==> config.mk <==
export PLATFORM = sky130hd
export DESIGN_NAME = uart_rx
export DESIGN_NICKNAME = d
export VERILOG_FILES = /design/src/rtl/uart_pkg.sv /design/src/rtl/uart_sync2.sv /design/src/rtl/uart_rx.sv
export SDC_FILE = /design/constraint.sdc
export NUM_CORES = 1
export LEC_CHECK = 0
export ABC_AREA = 1
export BUFFER_PORTS_ARGS = -buffer_cell sky130_fd_sc_hd__buf_2
export CORE_ASPECT_RATIO = 1.75
export CORE_UTILIZATION = 30
export CTS_CLUSTER_DIAMETER = 150
export DETAILED_ROUTE_END_ITERATION = 7
export PLACE_DENSITY = 0.57
export SYNTH_ARGS = -nofsm -noshare
export SYNTH_HDL_FRONTEND = slang
export SYNTH_HIERARCHICAL = 1
export SYNTH_SLANG_ARGS = --single-unit
==> constraint.sdc <==
create_clock -name clk -period 2.49 [get_ports clk]
set_input_delay 0.3735 -clock clk [delete_from_list [all_inputs] [get_ports clk]]
set_output_delay 0.3735 -clock clk [all_outputs]
set_load 0.02 [all_outputs]
==> src/rtl/uart_pkg.sv <==
// Shared UART definitions: receiver FSM state encoding and default frame geometry.
// Latency: n/a (types and constants only).
// Backpressure: n/a.
package uart_pkg;

    localparam int OVERSAMPLE_DEF = 16;
    localparam int DATA_BITS_DEF  = 8;

    typedef enum logic [1:0] {
        IDLE  = 2'd0,
        START = 2'd1,
        DATA  = 2'd2,
        STOP  = 2'd3
    } rx_state_t;

endpackage

==> src/rtl/uart_sync2.sv <==
// Two-flop synchronizer for a single asynchronous input bit.
// Latency: 2 clk edges from input change to sync_out.
// Backpressure: none; free-running.
module uart_sync2 #(
    parameter logic RST_VAL = 1'b1
) (
    input  logic clk,
    input  logic rst,
    input  logic async_in,
    output logic sync_out
);

    logic meta;

    // Two register stages; both start at RST_VAL so reset never looks like an edge.
    always_ff @(posedge clk or posedge rst) begin
        if (rst) begin
            meta     <= RST_VAL;
            sync_out <= RST_VAL;
        end else begin
            meta     <= async_in;
            sync_out <= meta;
        end
    end

endmodule

==> src/rtl/uart_rx.sv <==
// Oversampling UART receiver: start-bit midpoint qualification, LSB-first data, stop check.
// Latency: rx_valid / frame_err assert on the edge that samples the stop bit.
// Backpressure: none on the line; an unacked byte is overwritten by the next good frame (overrun pulse).
module uart_rx
    import uart_pkg::*;
#(
    parameter int OVERSAMPLE = OVERSAMPLE_DEF,
    parameter int DATA_BITS  = DATA_BITS_DEF
) (
    input  logic                 clk,
    input  logic                 rst,
    input  logic                 rx,
    input  logic                 tick,
    output logic [DATA_BITS-1:0] rx_data,
    output logic                 rx_valid,
    input  logic                 rx_ack,
    output logic                 rx_busy,
    output logic                 frame_err,
    output logic                 overrun
);

    localparam int CW = $clog2(OVERSAMPLE);
    localparam int BW = (DATA_BITS > 1) ? $clog2(DATA_BITS) : 1;

    localparam logic [CW-1:0] CNT_MID   = CW'(OVERSAMPLE / 2 - 1);
    localparam logic [CW-1:0] CNT_LAST  = CW'(OVERSAMPLE - 1);
    localparam logic [BW-1:0] BIDX_LAST = BW'(DATA_BITS - 1);

    logic                 rx_s;
    rx_state_t            state, state_nxt;
    logic [CW-1:0]        cnt, cnt_nxt;
    logic [BW-1:0]        bidx, bidx_nxt;
    logic [DATA_BITS-1:0] shreg, shreg_nxt;
    logic [DATA_BITS-1:0] rx_data_nxt;
    logic                 rx_valid_nxt;
    logic                 frame_err_nxt;
    logic                 overrun_nxt;
    // Set once the line has been seen idle after reset; a line held low
    // through reset must not be mistaken for a start edge.
    logic                 armed, armed_nxt;

    uart_sync2 #(
        .RST_VAL (1'b1)
    ) u_sync (
        .clk      (clk),
        .rst      (rst),
        .async_in (rx),
        .sync_out (rx_s)
    );

    assign rx_busy = (state != IDLE);

    // State and datapath registers; everything returns to idle on reset.
    always_ff @(posedge clk or posedge rst) begin
        if (rst) begin
            state     <= IDLE;
            cnt       <= '0;
            bidx      <= '0;
            shreg     <= '0;
            rx_data   <= '0;
            rx_valid  <= 1'b0;
            frame_err <= 1'b0;
            overrun   <= 1'b0;
            armed     <= 1'b0;
        end else begin
            state     <= state_nxt;
            cnt       <= cnt_nxt;
            bidx      <= bidx_nxt;
            shreg     <= shreg_nxt;
            rx_data   <= rx_data_nxt;
            rx_valid  <= rx_valid_nxt;
            frame_err <= frame_err_nxt;
            overrun   <= overrun_nxt;
            armed     <= armed_nxt;
        end
    end

    // Next-state logic: FSM/counters move only on tick; ack handling is every cycle.
    always_comb begin
        state_nxt     = state;
        cnt_nxt       = cnt;
        bidx_nxt      = bidx;
        shreg_nxt     = shreg;
        rx_data_nxt   = rx_data;
        rx_valid_nxt  = rx_valid;
        frame_err_nxt = 1'b0;
        overrun_nxt   = 1'b0;
        armed_nxt     = armed;

        if (rx_ack) begin
            rx_valid_nxt = 1'b0;
        end

        if (tick) begin
            case (state)
                IDLE: begin
                    if (rx_s) begin
                        armed_nxt = 1'b1;
                    end else if (armed) begin
                        state_nxt = START;
                        cnt_nxt   = '0;
                    end
                end
                START: begin
                    if (cnt == CNT_MID) begin
                        cnt_nxt  = '0;
                        bidx_nxt = '0;
                        // Line back high at the midpoint means it was a glitch.
                        state_nxt = rx_s ? IDLE : DATA;
                    end else begin
                        cnt_nxt = cnt + 1'b1;
                    end
                end
                DATA: begin
                    if (cnt == CNT_LAST) begin
                        cnt_nxt   = '0;
                        // LSB arrives first, so shift right and insert at the MSB.
                        shreg_nxt = DATA_BITS'({rx_s, shreg} >> 1);
                        if (bidx == BIDX_LAST) begin
                            bidx_nxt  = '0;
                            state_nxt = STOP;
                        end else begin
                            bidx_nxt = bidx + 1'b1;
                        end
                    end else begin
                        cnt_nxt = cnt + 1'b1;
                    end
                end
                STOP: begin
                    if (cnt == CNT_LAST) begin
                        cnt_nxt   = '0;
                        state_nxt = IDLE;
                        if (rx_s) begin
                            rx_data_nxt  = shreg;
                            rx_valid_nxt = 1'b1;
                            // An ack on this same cycle consumes the old byte, so no loss.
                            overrun_nxt  = rx_valid & ~rx_ack;
                        end else begin
                            frame_err_nxt = 1'b1;
                        end
                    end else begin
                        cnt_nxt = cnt + 1'b1;
                    end
                end
                default: begin
                    state_nxt = IDLE;
                    cnt_nxt   = '0;
                end
            endcase
        end
    end

endmodule

==> flow_summary_export.csv, run 1 <==
group,metric,value,unit
status,status,"finished, final reports clean",
final_layout,num-nets-final,174,
global_route,grt_pass1_vias,938,
floorplanning,row_count,33,
setup_path,cp.required,2.67,ns
setup_path,r2r_slack,0.95,ns
place,numPortBuffers,16,
final_layout,synthToLayoutAreaGrowth,15.3,%
place,gp_congestion,0.797,
final_layout,final_common_cell,"nand2_1",
synth,syn_avg_cell_area,10.0,µm²
clock_network,clock-sinks,31,
timing,fin_crit_sh,0.617,
place,placed_cell_area,1580,µm²
timing,fmax,650,MHz
detailed_routing,avgViaCountPerCell,4.51,
setup_path,crit_type,"reg2reg",
setup_path,r2r-start,"cnt[0]",
global_route,grt_pass1_wl,4220,µm
detailed_routing,drtIter0Drc,22,
power_and_ir_drop,p_per_area,783,nW/µm²
floorplanning,start_util,0.312,
timing,hold_viol,0,
synth,syn-num-nets,153,
power_and_ir_drop,peakVddDrop,0.467,mV
global_route,antenna_found_initial,0,
floorplanning,core,4670,µm²
timing,worst_pin_slew,0.378,ns
detailed_routing,vias,988,
place,dp_slack,0.951,ns
floorplanning,die_x,54.6,µm
final_layout,fillers,487,
setup_path,cp_top_family,"simple AND/OR/NAND/NOR gates",
detailed_routing,ant_nets,0,
floorplanning,num_io_pins,17,
clock_network,numCtsBuffers,5,
clock_network,postCtsHoldBufs,0,
detailed_routing,drc,0,
final_layout,layout_common_cells,"35 x nand2_1, 29 x dfrtp_1, 16 x o21ai_2, 16 x buf_2, 15 x inv_1",
final_layout,drive_gt1_frac,0.341,
floorplanning,die_h,94.1,µm
timing,tns,0,ns
setup_path,start_kind,"flop",
final_layout,diodes,0,
floorplanning,die_area,5140,µm²
setup_path,crit_chain,"ha_1 -> nand3_2 -> clkinv_2 -> nand3_4 -> nand2_2 -> o21ai_1 -> o21a_1",
power_and_ir_drop,leakagePower,0.819,nW
clock_network,clk_path_buf_depth,2,
timing,maxSlewHeadroom,0.748,
clock_network,htreeDepth,2,
clock_network,clock_tree.root_cell,"clkbuf_8",
global_route,track_usage,0.119,
synth,ys_types,29,
detailed_routing,drtPass1Iterations,4,
setup_path,cpPeakStageDelay,0.36,ns
synth,ys_seq_elements,31,
clock_network,clock_latency,0.29,ns
power_and_ir_drop,power,1.31,mW
timing,setup_slack,0.952,ns
detailed_routing,wl,2500,µm
timing,skew,0.00764,ns
synth,syn_area,1450,µm²
timing,slew_violations,0,
clock_network,clk_pin_slew,0.06,ns
setup_path,r2r_end,"bidx[0]",
timing,rsz0062_at_grt,"no",
clock_network,cts_setup_buffers,0,
place,dp_hpwl,1750,µm
hold_path,hold_class,"in2async",
synth,ys_seq_area_frac,0.535,
synth,synthCells,145,
final_layout,finalInstanceArea,1680,µm²
final_layout,post-route-util,0.359,
setup_path,r2r_cells,7,
setup_path,critPathArrivalTime,1.71,ns
detailed_routing,avgRoutedWirePerCell,11.4,µm
flow_run,cap_viol_max_count,0,
global_route,grt-ovfl-total,0,
synth,yosys_warnings,6,
setup_path,critPathMaxFanout,18,
setup_path,cp_slowest_cell,"dfrtp_1",
clock_network,cts_tree,"built",
global_route,grt_max_degree,30,
timing,fin_crit,1.54,ns
timing,setup_viol_count_final,0,
setup_path,cp-end-kind,"flop",
clock_network,cts_resized,0,
setup_path,cp_num_buf_inv,1,
[where the power goes]
group          switching [mW]  total (mW)  internal (mW)
Sequential             0.0510       0.605          0.554
Clock                   0.182       0.434          0.252
Combinational           0.179       0.273         0.0936
[state kept, by name, indices dropped and copies added, names as in the netlist, named ones only]
register         flops
state                1
rx_data              8
frame_err            1
bidx                 3
cnt                  4
armed                1
shreg                8
rx_valid             1
u_sync/sync_out      1
u_sync/meta          1
overrun              1
[logic make-up (layout without fill, tap and decap cells)]
family,count (synthesis),after routing,synth area share
AO/OA/AOI/OAI,24,24,0.131
flip-flops,31,31,0.535
AND/OR/NAND/NOR,63,63,0.225
XOR/XNOR,2,2,0.0121
adder cells (fa/ha/maj),3,3,0.0258
buffers and inverters,22,44,0.0706
[metrics by stage]
stage,hold slack (ns),cells
after floorplan,0.285,145
after global placement,0.347,211
after detailed placement,0.352,211
after CTS,0.0950,219
after global routing,0.104,219
final,0.104,219
[area by class of cell]
class | instances | area (µm²) | area share
sequential | 31 | 778 | 0.464
timing repair buffer | 17 | 87.6 | 0.0522
tap | 52 | 65.1 | 0.0388
clock buffer | 8 | 100 | 0.0597
inverter | 19 | 72.6 | 0.0433
multi-input combinational | 92 | 573 | 0.342
[how the worst max path moves through the flow]
stage | start | end | slack [ns] | cells past startpoint
4_1_cts | cnt[0] | bidx[0] | 0.94 | 7
6_report | cnt[0] | bidx[0] | 0.95 | 7
5_1_grt | cnt[0] | bidx[0] | 0.82 | 7
3_5_place_dp | cnt[0] | bidx[0] | 0.95 | 7
2_1_floorplan | cnt[0] | bidx[0] | 1.19 | 6
3_3_place_gp | cnt[0] | bidx[0] | 0.98 | 7
[layer usage]
metal / part of all wire / wire length [µm] / vias to the layer above / track usage
met4: 0.034 / 85 / 0 / 0.0833
li1: - / - / 509 / -
met5: 0 / 0 / - / 0
met3: 0.035 / 87 / 7 / 0.0340
met1: 0.39 / 977 / 459 / 0.125
met2: 0.54 / 1350 / 13 / 0.192
[cells in the mapped netlist]
cell type	instances	area (µm²)
o22ai_1	1	6.26
nand3_1	12	60.1
dfstp_2	2	52.6
nand4_1	2	12.5
nand2_2	2	12.5
nor3_1	1	5.00
a21oi_1	2	10.0
inv_2	3	11.3
ha_1	3	37.5
xor2_1	2	17.5
nand2_1	35	131
a21oi_2	1	8.76
o21ai_1	1	5.00
buf_6	2	22.5
o21a_1	1	7.51
nand2_4	2	22.5
nor2_1	3	11.3
o21bai_1	1	7.51
o21ai_2	16	140
nor2_2	2	12.5
nand3_2	1	10.0
inv_1	15	56.3
buf_4	1	7.51
o21ai_0	1	5.00
dfrtp_1	29	726
clkinv_2	1	5.00
nor2_4	1	11.3
nand3_4	1	17.5
nand4_4	1	21.3
(Power assumes the default switching activity.)
==> run 2: changes to the inputs <==
clock period = 1.51 ns   (was 2.49 ns; I/O delays follow)
==> run 2 against run 1 <==
Worst hold slack lost 0.055 ns. Wire length shrank 0.40%. Via count grew 3.1%. Power grew 75%. Design area grew 4.3%. Combinational power grew 70%. Clock power grew 91%. First-iteration DRC count shrank 27%. Sequential power grew 65%. Final cell count grew 1.8%. Fmax grew 15%. Register-to-register slack lost 0.78 ns.
==> flow_summary_export.csv, run 2 (synthesis gave the netlist of run 1 again) <==
group,metric,value,unit
setup_path,critPathArrivalTime,1.50,ns
floorplanning,num_io_pins,17,
detailed_routing,vias,1019,
floorplanning,row_count,33,
clock_network,clock-sinks,31,
final_layout,largest_registers,"rx_data: 8 flops, shreg: 8 flops, cnt: 4 flops",
timing,maxSlewHeadroom,0.751,
final_layout,num-nets-final,178,
setup_path,cp.required,1.68,ns
floorplanning,die_area,5140,µm²
global_route,antenna_found_initial,0,
timing,slew_violations,0,
final_layout,layout_common_cells,"35 x nand2_1, 29 x dfrtp_1, 16 x o21ai_2, 16 x buf_2, 15 x inv_1",
place,placed_cells,213,
clock_network,clock_latency,0.28,ns
setup_path,cp-end-kind,"flop",
global_route,track_usage,0.123,
final_layout,final_common_cell,"nand2_1",
clock_network,cts_tree,"built",
detailed_routing,drtPass1Iterations,4,
setup_path,critPathMaxFanout,5,
place,numPortBuffers,16,
detailed_routing,wl,2490,µm
power_and_ir_drop,leakagePower,0.849,nW
floorplanning,start_util,0.312,
setup_path,cpPeakStageDelay,0.37,ns
floorplanning,core,4670,µm²
setup_path,start_kind,"flop",
global_route,grt_pass1_wl,4520,µm
place,dp_hpwl,1820,µm
flow_run,cap_viol_max_count,0,
timing,worst_pin_slew,0.373,ns
global_route,grtUsageMet3,0.0291,
clock_network,clock_tree.root_cell,"clkbuf_8",
setup_path,crit_chain,"ha_2 -> nand2_1 -> nor2_2 -> nand3_2 -> nand2_2 -> o21ai_1 -> o21a_1",
timing,tns,0,ns
timing,hold_viol,0,
detailed_routing,drtIter0Drc,16,
final_layout,drive_gt1_frac,0.374,
final_layout,final_cells,223,
floorplanning,die_h,94.1,µm
hold_path,hold_class,"in2reg",
global_route,grt_pass1_vias,1024,
timing,fin_crit,1.33,ns
clock_network,numCtsBuffers,5,
timing,skew,0.00662,ns
power_and_ir_drop,p_per_area,1310,nW/µm²
clock_network,clk_pin_slew,0.06,ns
timing,fmax,749,MHz
detailed_routing,avgViaCountPerCell,4.57,
power_and_ir_drop,peakVddDrop,0.956,mV
setup_path,crit_type,"reg2reg",
clock_network,htreeDepth,2,
global_route,use_met1,0.133,
setup_path,cp_slowest_cell,"dfrtp_1",
final_layout,synthToLayoutAreaGrowth,20.3,%
clock_network,clk_path_buf_depth,2,
final_layout,diodes,0,
timing,rsz0062_at_grt,"no",
detailed_routing,avgRoutedWirePerCell,11.2,µm
final_layout,finalInstanceArea,1750,µm²
floorplanning,die_x,54.6,µm
status,status,"finished, final reports clean",
global_route,grt-busiest-layer,"met2",
place,gp_congestion,0.828,
timing,fin_crit_sh,0.884,
global_route,use_met2,0.209,
timing,setup_viol_count_final,0,
detailed_routing,ant_nets,0,
global_route,grt-ovfl-total,0,
final_layout,post-route-util,0.375,
global_route,grt_max_degree,30,
final_layout,fillers,476,
place,placed_cell_area,1590,µm²
detailed_routing,drc,0,
-- run 2: worst max-delay path: cells and delay by family (launching register included) --
family | cells | cell delay (ns)
DFF | 1 | 0.37
and+or+nand+nor | 4 | 0.45
AOI/OAI and AO/OA | 2 | 0.18
adders and majority gates | 1 | 0.22
-- run 2: layout make-up --
type	count	area (µm²)	area share
flip-flops and latches	31	778	0.445
well taps	52	65.1	0.0372
multi-input cells	92	583	0.333
clock buffers	6	82.6	0.0472
repair buffers	21	133	0.0758
inverters	19	72.6	0.0415
clock inverters	2	35.0	0.0200
-- run 2: metal layers --
metal | vias to the layer above | routed length (µm)
met5 | - | 0
met4 | 0 | 68
met3 | 7 | 80
met2 | 13 | 1390
met1 | 482 | 946
li1 | 517 | -
-- run 2: power breakdown --
group | internal (mW) | switching [mW]
Clock | 0.533 | 0.295
Sequential | 0.913 | 0.0864
Combinational | 0.159 | 0.306
-- run 2: repair_timing --
| action | in CTS | in global routing |
|---|---|---|
| resized for setup | 0 | 3 |
| buffers inserted | 0 | 1 |
| setup endpoints to repair | 0 | 11 |
| endpoints found under the hold margin | 2 | 0 |
| hold buffers | 1 | 0 |
-- run 2: worst paths after layout --
kind	from	endpoint	slack [ns]	depth (start not counted)
hold reg to reg	u_sync/meta	u_sync/sync_out	0.36	0
min in group asynchronous	rst	u_sync/meta	0.52	3
hold / removal	rx	u_sync/meta	0.05	1
setup / recovery	cnt[1]	bidx[0]	0.18	7
setup reg to reg	cnt[1]	bidx[0]	0.18	7
max in group asynchronous	rst	bidx[0]	0.67	4
-- run 2: through the flow --
step / total power, mW / hold WS (ns) / setup WS, ns
floorplan: 1.36 / 0.138 / 0.207
global placement: 1.47 / 0.257 / 0.115
detailed placement: 1.47 / 0.264 / 0.0919
CTS: 2.32 / 0.0409 / 0.0822
global route: 2.44 / 0.0393 / 0.0381
finish: 2.29 / 0.0493 / 0.175
==> run 3: changes to the inputs <==
CORE_UTILIZATION = 56   (was 30)
PLACE_DENSITY = 0.87   (was 0.57)
==> run 3 against run 2 <==
Via count rose by 5.3%. Wire length rose by 12%. Sequential share of layout area increased by 1.0 points. Largest power group unchanged. Die area is 45% lower. Largest cell class unchanged. Critical path depth unchanged. Global-route usage up 12 points. Critical endpoint is now bidx[1].
==> flow_summary_export.csv, run 3 (synthesis gave the netlist of run 1 again) <==
group,metric,value,unit
status,status,"finished, final reports clean",
place,dp_hpwl,1980,µm
final_layout,fillers,174,
global_route,grt_pass1_vias,1115,
setup_path,r2r_end,"bidx[1]",
clock_network,clock_latency,0.29,ns
hold_path,hold_class,"in2reg",
clock_network,clock-sinks,31,
final_layout,seq_area,778,µm²
place,placed_cell_area,1560,µm²
final_layout,final_common_cell,"nand2_1",
clock_network,cts_tree,"built",
detailed_routing,drtPass1Iterations,4,
timing,hold_viol,0,
timing,worst_pin_slew,0.369,ns
floorplanning,start_util,0.590,
setup_path,crit_chain,"ha_4 -> nand3_2 -> clkinv_2 -> nand3_4 -> nand2_2 -> buf_4 -> a21oi_2",
clock_network,numCtsBuffers,5,
final_layout,drive_gt1_frac,0.366,
clock_network,htreeDepth,2,
final_layout,diodes,0,
setup_path,crit_type,"reg2reg",
detailed_routing,drc,0,
timing,skew,0.0103,ns
timing,maxSlewHeadroom,0.754,
floorplanning,die_x,40.5,µm
timing,tns,0,ns
hold_path,worstHoldStart,"rx",
detailed_routing,vias,1073,
detailed_routing,avgViaCountPerCell,5.42,
timing,fin_crit,1.37,ns
power_and_ir_drop,sequentialPowerShare,0.478,
final_layout,num-nets-final,179,
global_route,grt-ovfl-total,0,
hold_path,hold_end,"u_sync/meta",
floorplanning,num_io_pins,17,
timing,fin_crit_sh,0.907,
global_route,antenna_found_initial,0,
final_layout,largest_registers,"rx_data: 8 flops, shreg: 8 flops, cnt: 4 flops",
setup_path,cpPeakStageDelay,0.42,ns
global_route,grt_pass1_wl,4580,µm
setup_path,critPathArrivalTime,1.59,ns
setup_path,cp_slowest_cell,"dfrtp_1",
setup_path,r2r_slack,0.14,ns
place,numPortBuffers,16,
timing,slew_violations,0,
power_and_ir_drop,peakVddDrop,0.913,mV
power_and_ir_drop,leakagePower,0.842,nW
setup_path,critPathMaxFanout,5,
floorplanning,core,2460,µm²
power_and_ir_drop,p_sw,0.731,mW
floorplanning,die_h,69.4,µm
timing,rsz0062_at_grt,"no",
hold_path,holdPathStages,1,
setup_path,cp.required,1.72,ns
setup_path,r2r_cells,7,
detailed_routing,avgRoutedWirePerCell,14.1,µm
clock_network,clk_pin_slew,0.06,ns
power_and_ir_drop,pwr-share-clk,0.295,
clock_network,clk_path_buf_depth,2,
final_layout,finalInstanceArea,1710,µm²
timing,fmax,730,MHz
flow_run,cap_viol_max_count,0,
clock_network,clock_tree.root_cell,"clkbuf_8",
global_route,track_usage,0.244,
final_layout,layout_common_cells,"35 x nand2_1, 29 x dfrtp_1, 16 x o21ai_2, 16 x buf_2, 15 x inv_1",
final_layout,multi_input_area,588,µm²
detailed_routing,drtIter0Drc,40,
power_and_ir_drop,swShare,0.343,
global_route,grt_max_degree,30,
setup_path,cp-end-kind,"flop",
detailed_routing,wl,2790,µm
floorplanning,row_count,24,
floorplanning,die_area,2810,µm²
setup_path,start_kind,"flop",
setup_path,r2r-start,"cnt[1]",
place,gp_congestion,0.903,
detailed_routing,ant_nets,0,
final_layout,synthToLayoutAreaGrowth,17.6,%
timing,setup_viol_count_final,0,
power_and_ir_drop,p_per_area,1250,nW/µm²
power_and_ir_drop,power.internal,1.40,mW
power_and_ir_drop,pwr-share-comb,0.227,
-- run 3: cell types whose count changed in the layout (fill, tap and decap cells not counted), sizes merged --
| cell | change |
|---|---|
| buf | +1 |
| bufinv | -1 |
| clkinvlp | +1 |
-- run 3: layout make-up --
type                    instances  area share
clock inverters                 2     0.00732
well taps                      26      0.0190
inverters                      19      0.0425
repair buffers                 22      0.0893
multi-input cells              92       0.344
clock buffers                   6      0.0425
flip-flops and latches         31       0.455
-- run 3: worst max path at each step --
stage / start / to / slack (ns) / cells past startpoint
2_1_floorplan: cnt[0] / bidx[0] / 0.21 / 6
3_3_place_gp: cnt[0] / rx_data[6] / 0.10 / 6
3_5_place_dp: cnt[1] / rx_data[6] / -0.03 / 6
4_1_cts: cnt[1] / bidx[0] / 0.09 / 7
5_1_grt: cnt[1] / bidx[0] / 0.02 / 7
6_report: cnt[1] / bidx[1] / 0.14 / 7
-- run 3: critical path: cells and delay by family (launching register included) --
| family | cells | cell delay [ns] |
|---|---|---|
| AND/OR/NAND/NOR | 3 | 0.31 |
| flip-flops | 1 | 0.42 |
| AO/OA/AOI/OAI | 1 | 0.11 |
| buffers and inverters | 2 | 0.26 |
| adder cells (fa/ha/maj) | 1 | 0.19 |
-- run 3: routing by layer --
layer / GRT usage / wire [µm]
met5: 0 / 0
met1: 0.227 / 963
met3: 0.0962 / 146
met4: 0.148 / 80
met2: 0.402 / 1600
-- run 3: through the flow --
stage               utilization  hold WS (ns)  total power, mW  worst slack [ns]  instances
finish                    0.694        0.0375             2.13             0.140        198
detailed placement        0.635         0.267             1.48           -0.0274        186
global route              0.694        0.0194             2.25            0.0165        198
floorplan                     -         0.138             1.36             0.207        145
CTS                       0.685        0.0300             2.12            0.0896        197
global placement          0.635         0.258             1.44             0.102        186
-- run 3: timing repair --
item / in CTS / in global routing
endpoints found under the setup margin: 7 / 2
pin swaps: 0 / 1
resized for setup: 0 / 3
endpoints found under the hold margin: 2 / 0
hold buffers: 1 / 0
buffers inserted: 2 / 1
-- run 3: power by group through the flow --
stage          combinational [mW]  clock, mW  sequential [mW]
2_1_floorplan               0.364          0            0.997
3_3_place_gp                0.435          0             1.01
3_5_place_dp                0.460          0             1.02
4_1_cts                     0.467      0.642             1.01
5_1_grt                     0.542      0.682             1.03
6_report                    0.484      0.630             1.02
